`src/rtl/la_pkg.sv`:
```
// Shared types for the logic-analyzer capture engine: FSM state encoding
// and trigger-mode codes.
package la_pkg;

    typedef enum logic [2:0] {
        ST_IDLE     = 3'd0,
        ST_PRE      = 3'd1,
        ST_WAIT     = 3'd2,
        ST_POST     = 3'd3,
        ST_PREFETCH = 3'd4,
        ST_READ     = 3'd5
    } la_state_e;

    localparam logic [1:0] TRIG_PATTERN   = 2'd0;
    localparam logic [1:0] TRIG_ANY_EDGE  = 2'd1;
    localparam logic [1:0] TRIG_RISING    = 2'd2;
    localparam logic [1:0] TRIG_IMMEDIATE = 2'd3;

endpackage

```
`src/rtl/la_sample_ram.sv`:
```
// DEPTH x CHANNELS simple dual-port sample buffer: synchronous write,
// registered read with read enable so the output holds while stalled.
module la_sample_ram
    import la_pkg::*;
#(
    parameter int CHANNELS = 8,
    parameter int DEPTH    = 64,
    parameter int AW       = $clog2(DEPTH)
) (
    input  logic                clk,
    input  logic                rst,
    input  logic                i_we,
    input  logic [AW-1:0]       i_waddr,
    input  logic [CHANNELS-1:0] i_wdata,
    input  logic                i_re,
    input  logic [AW-1:0]       i_raddr,
    output logic [CHANNELS-1:0] o_rdata
);

    logic [CHANNELS-1:0] r_mem [DEPTH];
    logic [CHANNELS-1:0] r_rdata;

    // storage write port (no reset on the array)
    always_ff @(posedge clk) begin
        if (i_we) begin
            r_mem[i_waddr] <= i_wdata;
        end
    end

    // registered read port, only the output register is reset
    always_ff @(posedge clk or posedge rst) begin
        if (rst) begin
            r_rdata <= '0;
        end else if (i_re) begin
            r_rdata <= r_mem[i_raddr];
        end
    end

    assign o_rdata = r_rdata;

endmodule

```
`src/rtl/la_capture_core.sv`:
```
// Logic-analyzer capture engine: synchronised probes sampled at a divided
// rate into a circular buffer, triggered, then streamed out oldest-first.
module la_capture_core
    import la_pkg::*;
#(
    parameter int CHANNELS = 8,
    parameter int DEPTH    = 64,
    parameter int AW       = $clog2(DEPTH),
    parameter int DIV_W    = 8
) (
    input  logic                clk,
    input  logic                rst,
    input  logic [CHANNELS-1:0] probe,
    input  logic                arm,
    input  logic                abort,
    input  logic [DIV_W-1:0]    clk_div,
    input  logic [1:0]          trig_mode,
    input  logic [CHANNELS-1:0] trig_mask,
    input  logic [CHANNELS-1:0] trig_value,
    input  logic [AW-1:0]       pre_count,
    output logic                rd_valid,
    input  logic                rd_ready,
    output logic [CHANNELS-1:0] rd_data,
    output logic                rd_last,
    output logic                triggered,
    output logic                busy,
    output logic [2:0]          state_o
);

    localparam logic [AW-1:0] LAST_IDX = AW'(DEPTH - 1);

    la_state_e           r_state;
    logic [CHANNELS-1:0] r_sync1, r_sync2, r_prev;
    logic                r_prev_valid;
    logic [DIV_W-1:0]    r_div_cnt;
    logic [1:0]          r_mode;
    logic [CHANNELS-1:0] r_mask, r_value;
    logic [AW-1:0]       r_pre, r_wr_ptr, r_trig_ptr, r_rd_ptr, r_post_left, r_beat;
    logic                r_rd_valid, r_rd_last, r_triggered;

    logic                w_strobe, w_arm_go, w_hit, w_we, w_re;
    logic [AW-1:0]       w_rd_start, w_raddr;
    logic [CHANNELS-1:0] w_rdata;

    assign w_strobe   = (r_div_cnt == clk_div);
    assign w_arm_go   = (r_state == ST_IDLE) && arm && !abort;
    assign w_we       = w_strobe && ((r_state == ST_PRE) || (r_state == ST_WAIT) || (r_state == ST_POST));
    assign w_rd_start = r_trig_ptr - r_pre;
    assign w_raddr    = (r_state == ST_PREFETCH) ? w_rd_start : r_rd_ptr;
    assign w_re       = (r_state == ST_PREFETCH) || ((r_state == ST_READ) && rd_ready);

    // two-flop probe synchroniser; r_sync2 is the sample register
    always_ff @(posedge clk or posedge rst) begin
        if (rst) begin
            r_sync1 <= '0;
            r_sync2 <= '0;
        end else begin
            r_sync1 <= probe;
            r_sync2 <= r_sync1;
        end
    end

    // sample-rate divider, restarted when a capture is armed
    always_ff @(posedge clk or posedge rst) begin
        if (rst) begin
            r_div_cnt <= '0;
        end else if (w_arm_go || w_strobe) begin
            r_div_cnt <= '0;
        end else begin
            r_div_cnt <= r_div_cnt + DIV_W'(1);
        end
    end

    // trigger compare on the current strobe's sample
    always_comb begin
        w_hit = 1'b0;
        case (r_mode)
            TRIG_PATTERN:   w_hit = ((r_sync2 ^ r_value) & r_mask) == '0;
            TRIG_ANY_EDGE:  w_hit = r_prev_valid && (((r_sync2 ^ r_prev) & r_mask) != '0);
            TRIG_RISING:    w_hit = r_prev_valid && ((r_sync2 & ~r_prev & r_mask) != '0);
            TRIG_IMMEDIATE: w_hit = 1'b1;
            default:        w_hit = 1'b0;
        endcase
    end

    // capture / readout FSM with registered handshake outputs
    always_ff @(posedge clk or posedge rst) begin
        if (rst) begin
            r_state      <= ST_IDLE;
            r_mode       <= TRIG_PATTERN;
            r_mask       <= '0;
            r_value      <= '0;
            r_pre        <= '0;
            r_wr_ptr     <= '0;
            r_trig_ptr   <= '0;
            r_rd_ptr     <= '0;
            r_post_left  <= '0;
            r_beat       <= '0;
            r_prev       <= '0;
            r_prev_valid <= 1'b0;
            r_rd_valid   <= 1'b0;
            r_rd_last    <= 1'b0;
            r_triggered  <= 1'b0;
        end else if (abort) begin
            r_state     <= ST_IDLE;
            r_rd_valid  <= 1'b0;
            r_rd_last   <= 1'b0;
            r_triggered <= 1'b0;
        end else begin
            if (w_we) begin
                r_wr_ptr     <= r_wr_ptr + AW'(1);
                r_prev       <= r_sync2;
                r_prev_valid <= 1'b1;
            end
            case (r_state)
                ST_IDLE: begin
                    r_wr_ptr    <= '0;
                    r_triggered <= 1'b0;
                    r_rd_valid  <= 1'b0;
                    r_rd_last   <= 1'b0;
                    if (arm) begin
                        // pre_count is AW bits wide, so it never exceeds DEPTH-1
                        r_mode       <= trig_mode;
                        r_mask       <= trig_mask;
                        r_value      <= trig_value;
                        r_pre        <= pre_count;
                        r_prev_valid <= 1'b0;
                        r_state      <= (pre_count != '0) ? ST_PRE : ST_WAIT;
                    end
                end
                ST_PRE: begin
                    // wr_ptr starts at 0, so it doubles as the fill count here
                    if (w_strobe && (r_wr_ptr + AW'(1) == r_pre)) begin
                        r_state <= ST_WAIT;
                    end
                end
                ST_WAIT: begin
                    if (w_strobe && w_hit) begin
                        r_trig_ptr  <= r_wr_ptr;
                        r_triggered <= 1'b1;
                        r_post_left <= LAST_IDX - r_pre;
                        r_state     <= (r_pre == LAST_IDX) ? ST_PREFETCH : ST_POST;
                    end
                end
                ST_POST: begin
                    if (w_strobe) begin
                        r_post_left <= r_post_left - AW'(1);
                        if (r_post_left == AW'(1)) begin
                            r_state <= ST_PREFETCH;
                        end
                    end
                end
                ST_PREFETCH: begin
                    // first read issued this cycle; rd_ptr tracks the next one
                    r_rd_ptr   <= w_rd_start + AW'(1);
                    r_beat     <= '0;
                    r_rd_valid <= 1'b1;
                    r_rd_last  <= 1'b0;
                    r_state    <= ST_READ;
                end
                ST_READ: begin
                    if (rd_ready) begin
                        r_rd_ptr  <= r_rd_ptr + AW'(1);
                        r_beat    <= r_beat + AW'(1);
                        r_rd_last <= (r_beat + AW'(1) == LAST_IDX);
                        if (r_rd_last) begin
                            r_rd_valid <= 1'b0;
                            r_rd_last  <= 1'b0;
                            r_state    <= ST_IDLE;
                        end
                    end
                end
                default: begin
                    r_state <= ST_IDLE;
                end
            endcase
        end
    end

    la_sample_ram #(
        .CHANNELS (CHANNELS),
        .DEPTH    (DEPTH),
        .AW       (AW)
    ) u_ram (
        .clk     (clk),
        .rst     (rst),
        .i_we    (w_we),
        .i_waddr (r_wr_ptr),
        .i_wdata (r_sync2),
        .i_re    (w_re),
        .i_raddr (w_raddr),
        .o_rdata (w_rdata)
    );

    assign rd_valid  = r_rd_valid;
    assign rd_data   = w_rdata;
    assign rd_last   = r_rd_last;
    assign triggered = r_triggered;
    assign busy      = (r_state != ST_IDLE);
    assign state_o   = r_state;

endmodule
```
`config.mk`:
```
export PLATFORM = sky130hd
export DESIGN_NAME = la_capture_core
export DESIGN_NICKNAME = d
export VERILOG_FILES = /design/src/rtl/la_pkg.sv /design/src/rtl/la_sample_ram.sv /design/src/rtl/la_capture_core.sv
export SDC_FILE = /design/constraint.sdc
export NUM_CORES = 1
export LEC_CHECK = 0
export ABC_AREA = 1
export BUFFER_PORTS_ARGS = -buffer_cell sky130_fd_sc_hd__buf_2
export CORE_UTILIZATION = 61
export CTS_CLUSTER_DIAMETER = 150
export DETAILED_ROUTE_END_ITERATION = 10
export PLACE_DENSITY_LB_ADDON = 0.05
export SYNTH_ARGS = -nofsm -noshare
export SYNTH_HDL_FRONTEND = slang
export SYNTH_HIERARCHICAL = 1
export SYNTH_SLANG_ARGS = --single-unit
```
`constraint.sdc`:
```
create_clock -name clk -period 3.7 [get_ports clk]
set_input_delay 0.925 -clock clk [delete_from_list [all_inputs] [get_ports clk]]
set_output_delay 0.925 -clock clk [all_outputs]
set_load 0.02 [all_outputs]
```
==> metrics, run 1 <==
crit path max fanout 128; area enclosed by the die boundary ~0.044 sq mm; power density over the cells slightly above 700 mW/mm^2; cell area after synthesis ~0.026 sq mm; fraction of registers with async set/reset 0.165; sink count of the clock tree between 600 and 700; Routed wire per std cell about 21 um; number of core rows 75; standard cell core area about 0.042 sq mm; timing-limited maximum frequency roughly 310 MHz; share of layout cells above drive strength 1 0.115; number of synthesis warnings 6; sort of element at the start of the critical path flip-flop; Register-to-Register Setup Slack between 0.4 and 0.5 ns; count of final max-slew check failures 0; Skew-Pair Late Insertion Delay approximately 0.62 ns; number of nets produced by synthesis about 2,500; htree depth 2; final hold vios 0; starting density of the core 0.624; flip-flop and latch count after synthesis ~610; Detailed Routing Iterations Pass 1 6; post-synthesis area per instance ~11 sq um; transition at the pin with the smallest max-transition slack between 0.9 and 1 ns; Detail Route Antenna Nets 0; destination of the worst register-to-register timing path u_ram/o_rdata[3]; synth-to-layout area growth 11.7%; DR vias ~19,000; CTS resizes 0; First DRT Iteration DRCs about 2,100; Req. time, crit path between 4 and 5 ns; maxcap violations 0; Cells after Synth around 2,500; initial antenna violation count 0; placer's final routability congestion estimate roughly 0.92; pre-CTS setup slack around 0.44 ns; routed vias/inst 5.83; length in cells of the worst reg-to-reg path 15; Post-Route WL roughly 67,000 um; wire length of the first global-routing pass 103,000 um; leak pwr 11.6 nW; Worst Setup Path Type flip-flop to flip-flop; type of the worst min-delay path input port to async pin; count of flip-flops with a built-in enable after synthesis 512; minimum clock period after layout around 3.3 ns; maximum buffer depth of the clock tree 3; total overflow reported by the global router 0; number of buffers added by the clock tree synthesis step 59; Worst Hold Margin 0.301 ns; # diodes 0; largest net degree at the start of global routing roughly 130; I/O Buffers 59; number of placed cells counting well taps 3,081; startpoint of the worst-slack reg-to-reg timing path r_pre[0]; clock edge transition at the registers on the reported setup and hold paths roughly 0.060 ns; part of the Yosys area used for sequential elements 0.678; Final setup violation count 0; num ports 60; status finished clean; clk_skew 0.0188 ns; Total Neg Setup Slack 0 ns; cell chosen for the clock root sky130_fd_sc_hd__clkbuf_16; via count of the first global-routing pass around 18,000; Overall Power between 20 and 25 mW; die extent in y between 200 and 250 um; setup slack of the critical path after layout between 0.4 and 0.5 ns; setup repair after global routing missed its margin no; hold buffers post-CTS 0; DRC Markers 0; type of destination of the critical path flip-flop; half-perimeter wire length after placement between 40,000 and 50,000 um; worst-case headroom to the max-slew limit 0.398; data arrival time of the critical path ~3.8 ns; post-synthesis cell type count 43; ratio of final minimum period to clock period 0.882; Post-CTS Setup Inserts 0; CTS tree done; final cell count without fillers around 3,200; Die Width approximately 210 um; Post-synth top flop sky130_fd_sc_hd__edfxtp_1; aggregate global-route resource usage 0.309; VDD IR-drop max roughly 0.54 mV; final layout net count approximately 2,600
## cells in the final DEF (no fill, tap or decap), types with 14 or more instances in the layout
master and instances:
sky130_fd_sc_hd__ha_1 23, sky130_fd_sc_hd__clkbuf_16 59, sky130_fd_sc_hd__nand4_1 22, sky130_fd_sc_hd__buf_4 103
sky130_fd_sc_hd__nand2_1 814, sky130_fd_sc_hd__nand3_1 514, sky130_fd_sc_hd__edfxtp_1 512, sky130_fd_sc_hd__a21oi_1 14
sky130_fd_sc_hd__buf_2 59, sky130_fd_sc_hd__inv_1 98, sky130_fd_sc_hd__nor2_1 94, sky130_fd_sc_hd__o21ai_0 48
sky130_fd_sc_hd__dfrtp_1 93, sky130_fd_sc_hd__clkinv_2 16
## report_power, final
group          total [mW]  internal, mW  switching [mW]
sequential           8.13          7.81           0.316
combinational        6.98          2.08            4.90
clock                5.72          3.21            2.51
total                20.8          13.1            7.73
## synthesized netlist by cell type, types with 7 or more instances
| master | n | area (sq um) |
|---|---|---|
| sky130_fd_sc_hd__a21oi_1 | 14 | 70.1 |
| sky130_fd_sc_hd__buf_1 | 13 | 48.8 |
| sky130_fd_sc_hd__buf_2 | 54 | 270 |
| sky130_fd_sc_hd__buf_4 | 15 | 113 |
| sky130_fd_sc_hd__buf_6 | 25 | 282 |
| sky130_fd_sc_hd__clkbuf_1 | 15 | 56.3 |
| sky130_fd_sc_hd__dfrtp_1 | 101 | 2530 |
| sky130_fd_sc_hd__edfxtp_1 | 512 | 15400 |
| sky130_fd_sc_hd__ha_1 | 23 | 288 |
| sky130_fd_sc_hd__inv_1 | 100 | 375 |
| sky130_fd_sc_hd__nand2_1 | 814 | 3060 |
| sky130_fd_sc_hd__nand3_1 | 514 | 2570 |
| sky130_fd_sc_hd__nand4_1 | 22 | 138 |
| sky130_fd_sc_hd__nor2_1 | 94 | 353 |
| sky130_fd_sc_hd__nor4_1 | 8 | 50.1 |
| sky130_fd_sc_hd__o21ai_0 | 53 | 265 |
| sky130_fd_sc_hd__o21ai_1 | 7 | 35.0 |
| sky130_fd_sc_hd__xor2_1 | 13 | 114 |
## area by class of cell
class | instances | area (sq um)
Timing Repair Buffer | 172 | 1270
Clock buffer | 77 | 1580
Fill cell | 3149 | 12800
Tap cell | 577 | 722
Inverter | 108 | 417
Multi-Input combinational cell | 1611 | 7350
Sequential cell | 613 | 17900
Clock inverter | 33 | 240
## how the worst max path moves through the flow
| stage | start | to | slack [ns] | cells past startpoint |
|---|---|---|---|---|
| after global routing | r_pre[0] | u_ram/o_rdata[3] | 0.24 | 15 |
| after CTS | r_pre[0] | u_ram/o_rdata[3] | 0.50 | 15 |
| after global placement | clk_div[1] | u_ram/r_mem[48][0] | 0.42 | 10 |
| after detailed placement | clk_div[1] | u_ram/r_mem[52][5] | 0.44 | 10 |
| final | r_pre[0] | u_ram/o_rdata[3] | 0.44 | 15 |
| after floorplan | clk_div[1] | u_ram/r_mem[48][0] | 0.28 | 9 |
## critical path, stage by stage (launching register included)
cell and delay [ns]:
sky130_fd_sc_hd__dfrtp_1 0.43, sky130_fd_sc_hd__ha_1 0.18, sky130_fd_sc_hd__inv_1 0.07, sky130_fd_sc_hd__fa_1 0.50, sky130_fd_sc_hd__inv_1 0.09, sky130_fd_sc_hd__o21ai_4 0.21
sky130_fd_sc_hd__buf_12 0.45, sky130_fd_sc_hd__nand3_1 0.23, sky130_fd_sc_hd__nand3_1 0.13, sky130_fd_sc_hd__nand3_1 0.13, sky130_fd_sc_hd__nand2_1 0.15, sky130_fd_sc_hd__nand2_1 0.07
sky130_fd_sc_hd__nand3_1 0.12, sky130_fd_sc_hd__nand2_1 0.12, sky130_fd_sc_hd__nand2_1 0.08, sky130_fd_sc_hd__nand2_1 0.06
## stage by stage
stage	instance area, sq um	util
global route	29500	0.697
finish	29500	0.697
floorplan	26400	-
detailed placement	27700	0.654
CTS	29500	0.697
global placement	27700	0.654
## sequential cells by signal, indices dropped and copies added, names as in the netlist, 8 cells and up
register,count
u_ram/o_rdata,8
u_ram/r_mem,512
r_prev,8
r_sync1,8
r_value,8
r_mask,8
r_sync2,8
r_div_cnt,8
## logic make-up after synthesis
kind of cell	after synthesis	synth area share
DFF	613	0.678
buffers and inverters	231	0.0453
adders and majority gates	24	0.0117
xor gates and xnor gates	16	0.00531
AOI/OAI and AO/OA	88	0.0179
and+or+nand+nor	1483	0.242
## layer usage
metal  GRT usage  up-vias  routed length [um]
met4       0.141        0                2940
met2       0.509      831               32200
li1            -     8671                   -
met3      0.0371      151                5130
met1       0.416     8948               26500
met5           0        -                   0
(Power assumes the default switching activity.)
==> run 2: changes to the inputs <==
Clock period 3.7 ns to 3.2 ns, I/O delays scaled along.
==> run 2 against run 1 <==
Non-clock buffer count grew 17; core utilization grew 0.87 points; clock power grew 24%; die area is the same; register-to-register slack lost 0.27 ns; combinational power grew 20%; power grew 20%; clock skew grew 0.0042 ns; critical path type unchanged; critical endpoint is now u_ram/o_rdata[2]; largest cell class unchanged.
==> metrics, run 2 (same netlist as run 1, synthesis figures left out) <==
type of the worst min-delay path input port to async pin; hold buffers post-CTS 0 (unchanged); transition at the pin with the smallest max-transition slack 1.14 ns (+0.234 ns); Detail Route Antenna Nets 0 (unchanged); Worst Hold Margin 0.220 ns (-0.0808 ns); data arrival time of the critical path 3.59 ns (-0.18 ns); cell chosen for the clock root sky130_fd_sc_hd__clkbuf_16; share of layout cells above drive strength 1 0.122 (+0.00662); number of fill cells 3,039 (-3.5%); max reg flops 512 (unchanged); switching share of power 0.365 (-0.00659); minimum clock period after layout 3.03 ns (-0.232 ns); Skew-Pair Late Insertion Delay 0.62 ns (about the same); Routed wire per std cell 21.1 um (+1.0%); count of final max-slew check failures 0 (unchanged); aggregate global-route resource usage 0.313 (+0.00325); number of core rows 75 (unchanged); highest-count cells in the layout ignoring fill and taps 814 x sky130_fd_sc_hd__nand2_1, 514 x sky130_fd_sc_hd__nand3_1, 512 x sky130_fd_sc_hd__edfxtp_1, 113 x sky130_fd_sc_hd__buf_4, 98 x sky130_fd_sc_hd__inv_1; DR vias 18,800 (+1.0%); cell internal power dissipation 15.8 mW (+21%); Register-to-Register Setup Slack 0.17 ns (-0.27 ns); initial antenna violation count 0 (unchanged); area enclosed by the die boundary 0.0441 sq mm (unchanged); total overflow reported by the global router 0 (unchanged); ratio of final minimum period to clock period 0.947 (+0.0652); half-perimeter wire length after placement 40,800 um (-1.1%); worst-case headroom to the max-slew limit 0.240 (-0.158); Post-Route WL 67,700 um (+1.4%); number of buffers added by the clock tree synthesis step 59 (unchanged); maxcap violations 0 (unchanged); setup repair after global routing missed its margin no; status finished clean; synth-to-layout area growth 13.1%; sink count of the clock tree 613 (unchanged); I/O Buffers 59 (unchanged); largest net degree at the start of global routing 88 (-32%); die extent in y 210 um (unchanged); Worst Setup Path Type flip-flop to flip-flop; power density over the cells 835 mW/mm^2 (+18%); sequential share of power 0.378 (-0.012); final hold vios 0 (unchanged); largest register by flop count u_ram/r_mem; sort of element at the start of the critical path flip-flop; net switching power figure 9.09 mW (+18%); maximum buffer depth of the clock tree 3 (unchanged); Die Width 210 um (unchanged); routed vias/inst 5.86 (+0.59%); starting density of the core 0.624 (unchanged); final layout net count 2,651 (+0.65%); VDD IR-drop max 0.503 mV (-6.6%); clk_skew 0.0231 ns (+0.00422 ns); Final setup violation count 0 (unchanged); type of destination of the critical path flip-flop; Detailed Routing Iterations Pass 1 6 (unchanged); destination of the worst register-to-register timing path u_ram/o_rdata[2]; DRC Markers 0 (unchanged); Req. time, crit path 3.75 ns (-0.46 ns); timing-limited maximum frequency 330 MHz (+7.7%); leak pwr 11.8 nW (+1.7%); # diodes 0 (unchanged); htree depth 2 (unchanged); Total Neg Setup Slack 0 ns (unchanged); placer's final routability congestion estimate 0.909 (-1.2%); crit path max fanout 32 (-75%); clock edge transition at the registers on the reported setup and hold paths 0.06 ns (about the same); startpoint of the worst-slack reg-to-reg timing path r_trig_ptr[0]; clock network fraction of design power 0.285 (+0.010); combinational cell fraction of total power 0.337 (+0.002); num ports 60 (unchanged); most common library cell in the layout ignoring fill and taps sky130_fd_sc_hd__nand2_1; wire length of the first global-routing pass 103,000 um (+0.48%); CTS tree done; via count of the first global-routing pass 18,300 (+0.34%); standard cell core area 0.0423 sq mm (unchanged); length in cells of the worst reg-to-reg path 16 (+1); First DRT Iteration DRCs 1,967 (-5.6%)
==> run 2: worst max-delay path, stage by stage, from the launching register on <==
cell	delay, ns
sky130_fd_sc_hd__dfrtp_1	0.37
sky130_fd_sc_hd__inv_1	0.05
sky130_fd_sc_hd__ha_1	0.14
sky130_fd_sc_hd__inv_1	0.07
sky130_fd_sc_hd__fa_1	0.41
sky130_fd_sc_hd__xor2_1	0.23
sky130_fd_sc_hd__nand2_1	0.13
sky130_fd_sc_hd__o21ai_4	0.11
sky130_fd_sc_hd__buf_4	0.44
sky130_fd_sc_hd__nand3_1	0.19
sky130_fd_sc_hd__nand3_1	0.21
sky130_fd_sc_hd__nand2_1	0.14
sky130_fd_sc_hd__nand2_1	0.09
sky130_fd_sc_hd__nand3_1	0.13
sky130_fd_sc_hd__nand2_1	0.12
sky130_fd_sc_hd__nand2_1	0.05
sky130_fd_sc_hd__nand2_1	0.08
==> run 2: layout make-up <==
| class | count | area (sq um) | share of cell area |
|---|---|---|---|
| clock inverter | 23 | 263 | 0.00880 |
| timing repair buffer | 189 | 1470 | 0.0493 |
| clock buffer | 84 | 1720 | 0.0577 |
| sequential | 613 | 17900 | 0.600 |
| multi-input combinational | 1611 | 7350 | 0.246 |
| tap | 577 | 722 | 0.0242 |
| inverter | 108 | 418 | 0.0140 |
==> run 2: how the worst max path moves through the flow <==
stage | start | endpoint | slack [ns] | cells after the start
finish | r_trig_ptr[0] | u_ram/o_rdata[2] | 0.17 | 16
detailed placement | r_trig_ptr[0] | u_ram/o_rdata[2] | 0.19 | 17
floorplan | clk_div[1] | u_ram/r_mem[50][0] | -0.09 | 9
global placement | clk_div[1] | u_ram/r_mem[51][5] | 0.21 | 11
global route | r_trig_ptr[0] | u_ram/o_rdata[0] | 0.006 | 17
CTS | r_trig_ptr[0] | u_ram/o_rdata[2] | 0.14 | 17
==> run 2: routing by layer <==
layer	global-route usage	wire length, um	vias up
met5	0	0	-
met4	0.172	3880	0
met3	0.0608	5840	182
met2	0.502	31800	899
met1	0.404	26200	9015
li1	-	-	8697
==> run 2: timing repair <==
action                                  CTS  global route
buffers inserted                          0             6
endpoints found under the setup margin    0             5
gates resized for setup                   0             2
==> run 2: stage by stage <==
step	instance area [sq um]	worst slack [ns]	power, mW	std cells	utilization
5_1_grt	29900	0.00629	26.2	3205	0.705
6_report	29900	0.169	24.9	3205	0.705
2_1_floorplan	26400	-0.0926	15.3	2455	-
3_5_place_dp	27800	0.190	17.7	3091	0.657
3_3_place_gp	27800	0.207	17.6	3091	0.657
4_1_cts	29800	0.142	24.8	3198	0.704
==> run 2: power groups by stage <==
stage	Sequential (mW)	Combinational, mW	Clock, mW
floorplan	9.55	5.74	0
global placement	9.56	8.05	0
detailed placement	9.58	8.16	0
CTS	9.42	8.21	7.19
global route	9.46	9.22	7.50
finish	9.43	8.40	7.10
